$ cat config.mk
export PLATFORM = sky130hd
export DESIGN_NAME = lm_sm_sequencer
export DESIGN_NICKNAME = d
export VERILOG_FILES = /design/src/rtl/riscv_iitb_pkg.sv /design/src/rtl/lsb_priority_enc.sv /design/src/rtl/lm_sm_sequencer.sv
export SDC_FILE = /design/constraint.sdc
export NUM_CORES = 1
export LEC_CHECK = 0
export CORE_UTILIZATION = 35
export CTS_CLUSTER_DIAMETER = 150
export CTS_CLUSTER_SIZE = 12
export DETAILED_ROUTE_END_ITERATION = 10
export GPL_TIMING_DRIVEN = 0
export HOLD_SLACK_MARGIN = 0.05
export SLEW_MARGIN = 5
export SYNTH_ARGS = -nofsm -noshare
export SYNTH_HDL_FRONTEND = slang
export SYNTH_HIERARCHICAL = 1
export SYNTH_SLANG_ARGS = --single-unit
$ cat constraint.sdc
create_clock -name clk -period 2.2 [get_ports clk]
set_input_delay 0.44 -clock clk [delete_from_list [all_inputs] [get_ports clk]]
set_output_delay 0.44 -clock clk [all_outputs]
set_load 0.03 [all_outputs]
$ cat src/rtl/riscv_iitb_pkg.sv
// Shared IITB-RISC definitions used by the LM/SM sequencer.
package riscv_iitb_pkg;

   localparam int unsigned ADDR_W = 16;
   localparam int unsigned MASK_W = 8;

   localparam logic [3:0] OP_LM = 4'b0110;
   localparam logic [3:0] OP_SM = 4'b0111;

   typedef enum logic {
      IDLE,
      ISSUE
   } seq_state_e;

endpackage

$ cat src/rtl/lsb_priority_enc.sv
// Lowest-set-bit encoder: index, one-hot clear mask and single-bit flag.
module lsb_priority_enc #(
   parameter int unsigned MASK_W = 8,
   parameter int unsigned REG_W  = 3
) (
   input  logic [MASK_W-1:0] i_mask,
   output logic [REG_W-1:0]  o_idx,
   output logic [MASK_W-1:0] o_clr,
   output logic              o_single
);

   // Isolates the lowest set bit (two's complement trick).
   assign o_clr    = i_mask & (~i_mask + MASK_W'(1));
   assign o_single = (i_mask != '0) && ((i_mask & (i_mask - MASK_W'(1))) == '0);

   always_comb begin
      o_idx = '0;
      for (int i = MASK_W - 1; i >= 0; i--) begin
         if (i_mask[i]) begin
            o_idx = REG_W'(i);
         end
      end
   end

endmodule

$ cat src/rtl/lm_sm_sequencer.sv
// Expands an LM/SM instruction into one load/store micro-op per set mask bit.
module lm_sm_sequencer
   import riscv_iitb_pkg::*;
#(
   parameter int unsigned ADDR_W = 16,
   parameter int unsigned MASK_W = 8,
   parameter int unsigned REG_W  = 3
) (
   input  logic              clk,
   input  logic              resetn,
   input  logic              flush,
   input  logic              in_valid,
   input  logic [15:0]       in_instr,
   input  logic [ADDR_W-1:0] in_base,
   output logic              in_ready,
   input  logic              stall_in,
   output logic              stall_fetch,
   output logic              uop_valid,
   output logic              uop_is_load,
   output logic [REG_W-1:0]  uop_reg,
   output logic [ADDR_W-1:0] uop_addr,
   output logic              uop_last
);

   seq_state_e        r_state;
   logic [MASK_W-1:0] r_mask;
   logic [ADDR_W-1:0] r_addr;
   logic              r_is_load;
   logic              r_uop_valid;

   logic [3:0]        w_opcode;
   logic [MASK_W-1:0] w_in_mask;
   logic              w_is_lmsm;
   logic              w_accept;
   logic              w_consume;
   logic [MASK_W-1:0] w_clr;
   logic [REG_W-1:0]  w_idx;
   logic              w_single;
   logic              w_unused_instr;

   assign w_opcode       = in_instr[15:12];
   assign w_in_mask      = in_instr[MASK_W-1:0];
   assign w_unused_instr = ^in_instr[11:MASK_W];
   assign w_is_lmsm      = (w_opcode == OP_LM) || (w_opcode == OP_SM);
   assign in_ready       = (r_state == IDLE);
   assign w_accept       = resetn & in_valid & in_ready & w_is_lmsm & ~flush;
   assign w_consume      = r_uop_valid & ~stall_in;

   // Encoder runs on the remaining mask, so the current micro-op is a decode of state.
   lsb_priority_enc #(
      .MASK_W (MASK_W),
      .REG_W  (REG_W)
   ) u_enc (
      .i_mask   (r_mask),
      .o_idx    (w_idx),
      .o_clr    (w_clr),
      .o_single (w_single)
   );

   assign uop_valid   = r_uop_valid;
   assign uop_is_load = r_is_load;
   assign uop_reg     = w_idx;
   assign uop_addr    = r_addr;
   assign uop_last    = w_single;

   // Combinational so that fetch freezes in the accepting cycle itself.
   assign stall_fetch = (w_accept & (w_in_mask != '0)) |
                        ((r_state == ISSUE) & ~(w_single & ~stall_in));

   always_ff @(posedge clk) begin
      if (!resetn) begin
         r_state     <= IDLE;
         r_mask      <= '0;
         r_addr      <= '0;
         r_is_load   <= 1'b0;
         r_uop_valid <= 1'b0;
      end else if (flush) begin
         r_state     <= IDLE;
         r_mask      <= '0;
         r_uop_valid <= 1'b0;
      end else begin
         case (r_state)
            IDLE: begin
               if (w_accept && (w_in_mask != '0)) begin
                  r_state     <= ISSUE;
                  r_mask      <= w_in_mask;
                  r_addr      <= in_base;
                  r_is_load   <= (w_opcode == OP_LM);
                  r_uop_valid <= 1'b1;
               end
            end
            ISSUE: begin
               if (w_consume) begin
                  r_mask <= r_mask & ~w_clr;
                  r_addr <= r_addr + ADDR_W'(1);
                  if (w_single) begin
                     r_state     <= IDLE;
                     r_uop_valid <= 1'b0;
                  end
               end
            end
            default: begin
               r_state     <= IDLE;
               r_mask      <= '0;
               r_uop_valid <= 1'b0;
            end
         endcase
      end
   end

endmodule

==> summary.md, run 1 <==
| Metric | Value |
|---|---|
| Global-route congestion overflow total | 0 |
| Count of placed standard cells including taps | 356 |
| CP Class | flip-flop to primary output |
| Reg clk slew, reported paths | 0.09 ns |
| Violations in the final reports | setup timing |
| Num rows | 25 |
| TritonCTS clock tree | done |
| X dimension of the die | 72.37 um |
| Total chip power | 911.4 uW |
| Estimated wirelength of the detail-placed design | 3.900 mm |
| Netlist area before placement | 1733 um^2 |
| FF+latch count, synth | 27 |
| Share of cells above drive strength 1 | 0.1589 |
| Crit path capture type | primary output |
| Worst Path Max Fanout | 4 |
| Post-route fraction of the period consumed by the critical path | 1.092 |
| Number of synthesis warnings | 6 |
| Filler instances | 476 |
| Share of synthesized registers carrying an async set or reset | 0 |
| Worst voltage drop across the vdd grid | 0.2365 mV |
| Area taken by multi-input logic gates | 1206 um^2 |
| H-Tree Level Count | 1 |
| Unique cell type count in the Yosys netlist | 49 |
| Worst endpoint data arrival time | 1.96 ns |
| Setup repair after global routing missed its margin | true |
| Number of antenna violations at the first check in global routing | 0 |
| Post-synth top flop | sky130_fd_sc_hd__dfxtp_1 |
| First-pass GRT wire length | 8.597 mm |
| Final standard cell utilization of the core | 0.5524 |
| Hold Slack | 0.4789 ns |
| Mean area per synthesized cell | 7.437 um^2 |
| DRC errors left | 0 |
| Number of routed nets with antenna violations | 0 |
| Setup slack at placement | -1.278 ns |
| Buffer levels on the longest clock path | 2 |
| Overall die area | 5237 um^2 |
| Number of global-route vias before repair | 1848 |
| Clock net sink count | 27 |
| Number of nets at the end of the flow | 341 |
| Vertical extent of the die | 72.37 um |
| CTS Hold Bufs | 0 |
| Via count | 2003 |
| Tot GR Track Use | 0.2101 |
| Number of detailed-routing iterations run before antenna repair | 4 |
| I/O pin count | 61 |
| Area used by sequential logic in the layout | 551.8 um^2 |
| Peak clock frequency supported by timing | 416.1 MHz |
| Result of the run | finished with violations |
| Count of pins over their slew limit | 0 |
| Maximum number of pins on one net before global-route repair | 18 |
| Source-to-sink clock delay at the later pin of the worst-skew pair | 0.28 ns |
| Power per cell area | 347.0 nW/um^2 |
| Leakage power summed over all cells | 0.8725 nW |
| Count of flip-flops with a built-in enable after synthesis | 0 |
| Type of the worst min-delay path | flip-flop to flip-flop |
| Final std cells w/o fill | 369 |
| Library cell used as clock root buffer | sky130_fd_sc_hd__clkbuf_8 |
| Min Clock Period, post-route | 2.403 ns |
| Initial Utilization | 0.3645 |
| Max-cap violation count | 0 |
| Final count of hold timing violations | 0 |
| Area grow syn2layout | 51.55% |
| Count of routing violations after the opening detailed-route iteration | 74 |
| Diodes inserted | 0 |
| Core Box Area | 4755 um^2 |
| CP startpoint kind | flip-flop |
| Sequential share of the synthesized area | 0.3119 |
| Total CTS buffers | 3 |
| Layout Skew | 0.003115 ns |
| Drt via density | 5.428 |
| Synthesized netlist net count | 271 |
| Worst path setup slack after routing | -0.2034 ns |
| Slew at the pin closest to its max-slew limit | 0.5370 ns |
| Drt total wl | 5.408 mm |
| Req. time, crit path | 1.76 ns |
| Most area-consuming cells after synthesis | sky130_fd_sc_hd__dfxtp_1 (31%), sky130_fd_sc_hd__a21oi_1 (8.4%), sky130_fd_sc_hd__nand2_1 (5.8%) |
| Final setup fails | 1 |
| Gate count of the mapped netlist | 233 |
| Slew margin rel. | 0.6392 |
| Number of buffers inserted by port buffering | 56 |
| Detail-routed net length per standard cell | 14.66 um |
| Fraction of synthesized cell area taken by the top area cell type | 0.3119 |
| Routability congestion estimate | 0.8517 |
| Library cell with the largest summed area after synthesis | sky130_fd_sc_hd__dfxtp_1 |
## cells by family (layout without fill, tap and decap cells)
family	after synthesis	after routing	synth area share
adders and majority gates	2	2	0.01300
and+or+nand+nor	103	103	0.3069
xor gates and xnor gates	2	2	0.01011
muxes	3	3	0.01733
DFF	27	27	0.3119
AOI/OAI and AO/OA	74	74	0.2867
buffers and inverters	22	91	0.05415
## flip-flops by register name, summed over array words and instances, names as in the netlist
signal       count
uop_addr        16
uop_is_load      1
r_state          1
r_mask           8
uop_valid        1
## worst paths after layout
| path | start | end | slack, ns | depth (start not counted) |
|---|---|---|---|---|
| worst max-delay path | r_mask[0] | stall_fetch | -0.20 | 7 |
| worst min-delay path | r_mask[4] | r_mask[4] | 0.48 | 2 |
| worst max register to register | uop_addr[0] | uop_addr[14] | 0.18 | 6 |
| worst min register to register | r_mask[4] | r_mask[4] | 0.48 | 2 |
## power by group
group          total [mW]  internal, mW  switching [mW]
sequential          0.490         0.487         0.00313
combinational       0.128        0.0752          0.0527
clock               0.294         0.130           0.163
total               0.911         0.692           0.219
## layout make-up
type	count	share of cell area
multi-input cells	184	0.4593
repair buffers	66	0.2406
flip-flops and latches	27	0.2101
well taps	67	0.03192
plain buffers	14	0.03049
clock buffers	4	0.01715
inverters	7	0.01048
## timing repair
item | in CTS | in global routing
pin swaps | 5 | 4
cloned | 0 | 0
endpoints found under the setup margin | 26 | 17
resized for setup | 31 | 15
setup buffers | 7 | 3
## layer usage
layer	vias to the layer above	global-route usage	share of wire	wire length (um)
met1	943	0.2769	0.44	2396
met2	51	0.3479	0.50	2701
met3	5	0.02778	0.045	245
met4	0	0.08061	0.012	64
li1	1004	-	-	-
met5	-	0	0	0
## cells in the mapped netlist (all sizes together) (4+ instances only)
library cell  count
buf               5
inv               6
a211oi            4
dfxtp            27
nor3             12
nor2             24
nand4             6
clkbuf           10
nand2b            5
o21ai            16
nor2b             5
nor4              7
nand2            27
o32ai             5
a21oi            29
nand3             6
## metrics by stage
stage / area, um^2 / TNS, ns
after floorplan: 1748 / 0
after global placement: 2392 / -11.34
after detailed placement: 2392 / -10.43
after CTS: 2532 / -0.2032
after global routing: 2626 / -0.2705
final: 2626 / -0.2034
## worst max-delay path: stages (launching register included)
cell and delay, ns:
sky130_fd_sc_hd__dfxtp_4 0.37, sky130_fd_sc_hd__nor4_4 0.33, sky130_fd_sc_hd__xnor2_1 0.11, sky130_fd_sc_hd__and3_1 0.16, sky130_fd_sc_hd__o32a_4 0.32, sky130_fd_sc_hd__nor2b_4 0.14
sky130_fd_sc_hd__o21bai_4 0.12, sky130_fd_sc_hd__buf_6 0.15
## cell usage in the layout, fill, tap and decap left out, types with 3 or more instances in the layout
| cell type | instances |
|---|---|
| sky130_fd_sc_hd__nor4_1 | 4 |
| sky130_fd_sc_hd__buf_6 | 3 |
| sky130_fd_sc_hd__o21ai_0 | 16 |
| sky130_fd_sc_hd__nor2b_1 | 4 |
| sky130_fd_sc_hd__clkbuf_8 | 4 |
| sky130_fd_sc_hd__o22ai_1 | 3 |
| sky130_fd_sc_hd__a211oi_1 | 3 |
| sky130_fd_sc_hd__clkdlybuf4s50_1 | 49 |
| sky130_fd_sc_hd__dfxtp_4 | 3 |
| sky130_fd_sc_hd__dlygate4sd2_1 | 3 |
| sky130_fd_sc_hd__o32ai_1 | 5 |
| sky130_fd_sc_hd__nor4_4 | 3 |
| sky130_fd_sc_hd__buf_4 | 12 |
| sky130_fd_sc_hd__nor3_1 | 11 |
| sky130_fd_sc_hd__a21oi_1 | 29 |
| sky130_fd_sc_hd__clkbuf_1 | 9 |
| sky130_fd_sc_hd__nand2b_1 | 3 |
| sky130_fd_sc_hd__nand2_1 | 27 |
| sky130_fd_sc_hd__nand4_1 | 6 |
| sky130_fd_sc_hd__nand3_1 | 6 |
| sky130_fd_sc_hd__inv_1 | 6 |
| sky130_fd_sc_hd__mux2i_1 | 3 |
| sky130_fd_sc_hd__dfxtp_1 | 24 |
| sky130_fd_sc_hd__nor2_1 | 23 |
No activity file was read; power rests on OpenSTA's default activity.
==> run 2: changes to the inputs <==
--- a/config.mk
+++ b/config.mk
@@ -11,6 +11,7 @@
 export DETAILED_ROUTE_END_ITERATION = 10
 export GPL_TIMING_DRIVEN = 0
 export HOLD_SLACK_MARGIN = 0.05
+export SKIP_LAST_GASP = 1
 export SLEW_MARGIN = 5
 export SYNTH_ARGS = -nofsm -noshare
 export SYNTH_HDL_FRONTEND = slang
==> run 2 against run 1 <==
Against the previous run: the run still ends with setup timing left; design area shrank 1.1%; non-clock buffer count down 1; clock skew fell by 0.00079 ns; critical path depth stayed put; flip-flop and latch count unchanged; hold slack got worse by 0.00095 ns; die area is the same; combinational power about the same; largest power group unchanged.
==> summary.md, run 2 (synthesis results as in run 1) <==
| Metric | Value |
|---|---|
| Cell Chain, Critical Path | nor4_4, xnor2_1, and3_1, o32a_4, nor2b_4, o21bai_4, buf_6 (unchanged) |
| Library cell used as clock root buffer | sky130_fd_sc_hd__clkbuf_8 (unchanged) |
| Count of routing violations after the opening detailed-route iteration | 72 (was 74) |
| Layout Skew | 0.002324 ns (was 0.003115 ns) |
| Min Clock Period, post-route | 2.421 ns (was 2.403 ns) |
| Via count | 2015 (was 2003) |
| CP startpoint kind | flip-flop (unchanged) |
| Source-to-sink clock delay at the later pin of the worst-skew pair | 0.28 ns (about the same) |
| Diodes inserted | 0 (unchanged) |
| Post-Route Setup TNS | -0.2205 ns (was -0.2034 ns) |
| Post-route fraction of the period consumed by the critical path | 1.100 (was 1.092) |
| Violations in the final reports | setup timing (unchanged) |
| Total chip power | 910.1 uW (was 911.4 uW) |
| Source of the worst register-to-register timing path | uop_addr[0] (unchanged) |
| Count of pins over their slew limit | 0 (unchanged) |
| Type of the worst min-delay path | flip-flop to flip-flop (unchanged) |
| TritonCTS clock tree | done (unchanged) |
| Maximum number of pins on one net before global-route repair | 18 (unchanged) |
| Comb power frac | 0.137 (was 0.140) |
| Final setup fails | 1 (unchanged) |
| Leakage power summed over all cells | 0.8586 nW (was 0.8725 nW) |
| Detail-routed net length per standard cell | 14.65 um (was 14.66 um) |
| Initial Utilization | 0.3645 (unchanged) |
| Result of the run | finished with violations (unchanged) |
| Reg clk slew, reported paths | 0.09 ns (about the same) |
| Drt via density | 5.476 (was 5.428) |
| Share of cells above drive strength 1 | 0.1495 (was 0.1589) |
| Num rows | 25 (unchanged) |
| Clock net sink count | 27 (unchanged) |
| Req. time, crit path | 1.76 ns (about the same) |
| Number of antenna violations at the first check in global routing | 0 (unchanged) |
| H-Tree Level Count | 1 (unchanged) |
| CP Class | flip-flop to primary output (unchanged) |
| Slew at the pin closest to its max-slew limit | 0.5591 ns (was 0.5370 ns) |
| Slowest-stage cell, CP | sky130_fd_sc_hd__dfxtp_2 (was sky130_fd_sc_hd__dfxtp_4) |
| Proportion of power drawn by the clock network | 0.323 (was 0.322) |
| X dimension of the die | 72.37 um (unchanged) |
| Drt total wl | 5.393 mm (was 5.408 mm) |
| CP max stage delay | 0.38 ns (was 0.37 ns) |
| Power per cell area | 350.4 nW/um^2 (was 347.0 nW/um^2) |
| Buffers & Inverters on Critical Path | 1 (unchanged) |
| Sw Pwr | 218.1 uW (was 219.1 uW) |
| DRC errors left | 0 (unchanged) |
| Slew margin rel. | 0.6244 (was 0.6392) |
| CTS Hold Bufs | 0 (unchanged) |
| Global-route congestion overflow total | 0 (unchanged) |
| Cell type group with the largest total delay on the critical path | simple AND/OR/NAND/NOR gates (unchanged) |
| Capturing element of the worst setup path | stall_fetch (unchanged) |
| Commonest cells after routing, fill and taps aside | sky130_fd_sc_hd__clkdlybuf4s50_1 (49), sky130_fd_sc_hd__a21oi_1 (29), sky130_fd_sc_hd__nand2_1 (27) (unchanged) |
| Worst Path Max Fanout | 7 (was 4) |
| Final count of hold timing violations | 0 (unchanged) |
| Share of power burned in registers | 0.540 (was 0.538) |
| Vertical extent of the die | 72.37 um (unchanged) |
| Register-to-Register Path Depth | 6 (unchanged) |
| Worst voltage drop across the vdd grid | 0.2373 mV (was 0.2365 mV) |
| I/O pin count | 61 (unchanged) |
| Buffer levels on the longest clock path | 2 (unchanged) |
| Worst endpoint data arrival time | 1.98 ns (was 1.96 ns) |
| Worst path setup slack after routing | -0.2205 ns (was -0.2034 ns) |
| Setup slack of the most critical reg-to-reg path | 0.15 ns (was 0.18 ns) |
| First-pass GRT wire length | 8.597 mm (unchanged) |
| Reg2reg end | uop_addr[14] (unchanged) |
| Area taken by multi-input logic gates | 1194 um^2 (was 1206 um^2) |
| Area grow syn2layout | 49.89% (was 51.55%) |
| Largest register FFs | 16 (unchanged) |
| Crit path depth | 7 (unchanged) |
| Tot GR Track Use | 0.2101 (unchanged) |
| Peak clock frequency supported by timing | 413.1 MHz (was 416.1 MHz) |
| Share of total power consumed by net switching | 0.2397 (was 0.2404) |
| Routability congestion estimate | 0.8517 (unchanged) |
| Total CTS buffers | 3 (unchanged) |
| Crit path capture type | primary output (unchanged) |
| Max-cap violation count | 0 (unchanged) |
| Start point of the critical path | r_mask[2] (was r_mask[0]) |
| Number of detailed-routing iterations run before antenna repair | 4 (unchanged) |
| Pint | 692.0 uW (was 692.3 uW) |
| Number of routed nets with antenna violations | 0 (unchanged) |
| Number of buffers inserted by port buffering | 56 (unchanged) |
| Setup repair after global routing missed its margin | true (unchanged) |
| Filler instances | 483 (was 476) |
| Most common library cell in the layout ignoring fill and taps | sky130_fd_sc_hd__clkdlybuf4s50_1 (unchanged) |
| Area used by sequential logic in the layout | 549.3 um^2 (was 551.8 um^2) |
| Number of nets at the end of the flow | 340 (was 341) |
| Core Box Area | 4755 um^2 (unchanged) |
| Overall die area | 5237 um^2 (unchanged) |
| Number of global-route vias before repair | 1848 (unchanged) |
| Estimated wirelength of the detail-placed design | 3.900 mm (unchanged) |
==> run 2: per-layer routing <==
metal  up-vias  routed length (um)  track usage
met1       952                2445       0.2769
met3         5                 223      0.02778
met2        55                2660       0.3479
li1       1003                   -            -
met4         0                  64      0.08061
met5         -                   0            0
==> run 2: how the worst min path moves through the flow <==
stage | start | endpoint | slack (ns) | depth (start not counted)
after detailed placement | r_mask[4] | r_mask[4] | 0.46 | 2
final | r_mask[4] | r_mask[4] | 0.48 | 2
after floorplan | r_mask[4] | r_mask[4] | 0.45 | 2
after CTS | r_mask[4] | r_mask[4] | 0.48 | 2
after global routing | r_mask[4] | r_mask[4] | 0.51 | 2
after global placement | r_mask[4] | r_mask[4] | 0.46 | 2
==> run 2: tightest hold or removal path, cell delays in order (launching register included) <==
cell and delay, ns:
sky130_fd_sc_hd__dfxtp_1 0.32, sky130_fd_sc_hd__o21ai_0 0.06, sky130_fd_sc_hd__a21oi_1 0.06
==> run 2: power groups by stage <==
stage                     logic (mW)  registers (mW)  clock network, mW
after floorplan               0.0376           0.507                  0
after global placement         0.117           0.505                  0
after detailed placement       0.117           0.505                  0
after CTS                      0.122           0.492              0.303
after global routing           0.134           0.492              0.320
final                          0.125           0.491              0.294
==> run 2: timing repair <==
action                                  in CTS  in global routing
pin swaps                                    5                  3
endpoints found under the setup margin      26                 15
setup buffers                                7                  2
resized for setup                           30                 13
==> run 2: layout make-up <==
type                            instances  area share
Sequential cell                        27      0.2115
Clock buffer                            4     0.01734
Timing Repair Buffer                   65      0.2404
Inverter                                7     0.01060
Tap cell                               67     0.03227
Buffer                                 14     0.02842
Multi-Input combinational cell        184      0.4595
==> run 2: through the flow <==
stage	setup WS (ns)	instances	hold slack, ns	instance area [um^2]	util
CTS	-0.2173	366	0.4774	2526	0.5313
finish	-0.2205	368	0.4780	2597	0.5463
global route	-0.2842	368	0.5102	2597	0.5463
detailed placement	-1.278	356	0.4635	2392	0.5032
global placement	-1.268	356	0.4632	2392	0.5032
floorplan	0.03378	233	0.4503	1748	-
==> run 3: changes to the inputs <==
--- a/config.mk
+++ b/config.mk
@@ -5,12 +5,17 @@
 export SDC_FILE = /design/constraint.sdc
 export NUM_CORES = 1
 export LEC_CHECK = 0
-export CORE_UTILIZATION = 35
+export CELL_PAD_IN_SITES_DETAIL_PLACEMENT = 1
+export CELL_PAD_IN_SITES_GLOBAL_PLACEMENT = 2
+export CORE_ASPECT_RATIO = 1.4
+export CORE_UTILIZATION = 24
 export CTS_CLUSTER_DIAMETER = 150
 export CTS_CLUSTER_SIZE = 12
 export DETAILED_ROUTE_END_ITERATION = 10
+export GPL_ROUTABILITY_DRIVEN = 0
 export GPL_TIMING_DRIVEN = 0
 export HOLD_SLACK_MARGIN = 0.05
+export PLACE_DENSITY_LB_ADDON = 0.1
 export SKIP_LAST_GASP = 1
 export SLEW_MARGIN = 5
 export SYNTH_ARGS = -nofsm -noshare
==> run 3 against run 2 <==
Against the previous run: the run still ends with setup timing left; critical path depth is the same; register-to-register slack improved by 0.09 ns; sequential power about the same; via count down 0.99%; clock skew grew 0.0074 ns; non-clock buffer count decreased by 1; fmax is 1.2% lower; hold slack better by 0.0053 ns; combinational power about the same; first-iteration DRC count fell by 50%; utilization fell by 17 points; critical path type unchanged; critical endpoint unchanged.
==> summary.md, run 3 (synthesis results as in run 1) <==
| Metric | Value |
|---|---|
| Slew at the pin closest to its max-slew limit | 0.5676 ns (was 0.5591 ns) |
| I/O pin count | 61 (unchanged) |
| Source-to-sink clock delay at the later pin of the worst-skew pair | 0.29 ns (was 0.28 ns) |
| Worst Path Max Fanout | 4 (was 7) |
| Number of global-route vias before repair | 2002 (was 1848) |
| Total CTS buffers | 3 (unchanged) |
| Clock net sink count | 27 (unchanged) |
| Hold Slack | 0.4833 ns (was 0.4780 ns) |
| Area grow syn2layout | 52.56% (was 49.89%) |
| Reg clk slew, reported paths | 0.11 ns (was 0.09 ns) |
| CP startpoint kind | flip-flop (unchanged) |
| Power per cell area | 352.6 nW/um^2 (was 350.4 nW/um^2) |
| Number of buffers inserted by port buffering | 56 (unchanged) |
| Drt via density | 5.051 (was 5.476) |
| Worst endpoint data arrival time | 2.01 ns (was 1.98 ns) |
| Final setup fails | 3 (was 1) |
| DRC errors left | 0 (unchanged) |
| Leakage power summed over all cells | 0.8836 nW (was 0.8586 nW) |
| Setup slack of the most critical reg-to-reg path | 0.24 ns (was 0.15 ns) |
| Estimated wirelength of the detail-placed design | 4.898 mm (was 3.900 mm) |
| Diodes inserted | 0 (unchanged) |
| Share of cells above drive strength 1 | 0.1667 (was 0.1495) |
| X dimension of the die | 73.82 um (was 72.37 um) |
| DP Area | 2427 um^2 (was 2392 um^2) |
| Most common library cell in the layout ignoring fill and taps | sky130_fd_sc_hd__clkdlybuf4s50_1 (unchanged) |
| Drt total wl | 6.506 mm (was 5.393 mm) |
| Peak clock frequency supported by timing | 408.2 MHz (was 413.1 MHz) |
| Overall die area | 7569 um^2 (was 5237 um^2) |
| Library cell used as clock root buffer | sky130_fd_sc_hd__clkbuf_8 (unchanged) |
| Count of pins over their slew limit | 0 (unchanged) |
| Initial Utilization | 0.2482 (was 0.3645) |
| Maximum number of pins on one net before global-route repair | 18 (unchanged) |
| Result of the run | finished with violations (unchanged) |
| Violations in the final reports | setup timing (unchanged) |
| Crit path capture type | primary output (unchanged) |
| Number of routed nets with antenna violations | 0 (unchanged) |
| Buffer levels on the longest clock path | 2 (unchanged) |
| H-Tree Level Count | 1 (unchanged) |
| CP Class | flip-flop to primary output (unchanged) |
| Type of the worst min-delay path | input port to flip-flop (was flip-flop to flip-flop) |
| Via count | 1995 (was 2015) |
| Core Box Area | 6982 um^2 (was 4755 um^2) |
| Commonest cells after routing, fill and taps aside | sky130_fd_sc_hd__clkdlybuf4s50_1 (47), sky130_fd_sc_hd__a21oi_1 (29), sky130_fd_sc_hd__nand2_1 (27) (was sky130_fd_sc_hd__clkdlybuf4s50_1 (49), sky130_fd_sc_hd__a21oi_1 (29), sky130_fd_sc_hd__nand2_1 (27)) |
| Final count of hold timing violations | 0 (unchanged) |
| Final std cell area, no fill | 2644 um^2 (was 2597 um^2) |
| Vertical extent of the die | 102.5 um (was 72.37 um) |
| Setup repair after global routing missed its margin | true (unchanged) |
| Global-route congestion overflow total | 0 (unchanged) |
| Number of antenna violations at the first check in global routing | 0 (unchanged) |
| Count of routing violations after the opening detailed-route iteration | 36 (was 72) |
| Number of nets at the end of the flow | 339 (was 340) |
| Slew margin rel. | 0.6216 (was 0.6244) |
| Num rows | 36 (was 25) |
| Layout Skew | 0.009745 ns (was 0.002324 ns) |
| First-pass GRT wire length | 10.23 mm (was 8.597 mm) |
| Worst path setup slack after routing | -0.2495 ns (was -0.2205 ns) |
| Detail-routed net length per standard cell | 16.47 um (was 14.65 um) |
| Number of detailed-routing iterations run before antenna repair | 4 (unchanged) |
| Req. time, crit path | 1.76 ns (about the same) |
| Worst voltage drop across the vdd grid | 0.2079 mV (was 0.2373 mV) |
| Tot GR Track Use | 0.1808 (was 0.2101) |
| Max-cap violation count | 0 (unchanged) |
| Post-route fraction of the period consumed by the critical path | 1.113 (was 1.100) |
| Largest register FFs | 16 (unchanged) |
| Min Clock Period, post-route | 2.450 ns (was 2.421 ns) |
| TritonCTS clock tree | done (unchanged) |
run 3: worst max-delay path: stages, from the launching register on:
cell and delay, ns:
sky130_fd_sc_hd__dfxtp_4 0.38, sky130_fd_sc_hd__nor4_4 0.31, sky130_fd_sc_hd__xnor2_1 0.10, sky130_fd_sc_hd__and3_1 0.15, sky130_fd_sc_hd__o32a_4 0.37, sky130_fd_sc_hd__nor2b_4 0.14
sky130_fd_sc_hd__o21bai_4 0.11, sky130_fd_sc_hd__buf_6 0.14
run 3: area by class of cell:
type / instances / area, um^2
clock inverters: 1 / 5.005
inverters: 7 / 27.53
plain buffers: 14 / 83.83
clock buffers: 3 / 41.29
fillers: 861 / 4338
repair buffers: 64 / 611.8
well taps: 95 / 118.9
multi-input cells: 184 / 1204
flip-flops and latches: 27 / 551.8
run 3: timing repair:
| action | 4_1_cts | 5_1_grt |
|---|---|---|
| buffers inserted | 5 | 3 |
| hold buffers | 0 | 0 |
| pin swaps | 6 | 4 |
| gates resized for setup | 32 | 19 |
| setup endpoints to repair | 29 | 23 |
| hold endpoints to repair | 0 | 0 |
run 3: per-stage QoR:
stage	TNS (ns)	power (mW)	setup slack [ns]	util	cells
floorplan	0	0.5450	0.03378	-	233
global placement	-10.52	0.6265	-1.295	0.3477	384
detailed placement	-10.53	0.6265	-1.293	0.3477	384
CTS	-0.5565	0.9333	-0.2813	0.3701	392
global route	-1.007	0.9635	-0.3446	0.3787	395
finish	-0.2925	0.9322	-0.2495	0.3787	395
run 3: metal layers:
layer  vias up  wire, um  global-route usage
li1        993         -                   -
met1       958      2707              0.1983
met2        40      3546              0.3592
met3         4       179             0.01564
met4         0        72             0.05178
met5         -         0                   0
run 3: final timing paths:
check             cells after the start        start          end
hold / removal                        3  in_instr[7]    r_mask[7]
setup reg to reg                      9    r_mask[2]      r_state
hold reg to reg                       2    r_mask[4]    r_mask[4]
setup / recovery                      7    r_mask[0]  stall_fetch
run 3: power by group:
group	total [mW]	internal (mW)	switching, mW	leakage [nW]
Clock	0.313	0.128	0.185	0.0255
Sequential	0.491	0.488	0.00317	0.221
Combinational	0.128	0.0739	0.0543	0.637
Total	0.932	0.690	0.242	0.884
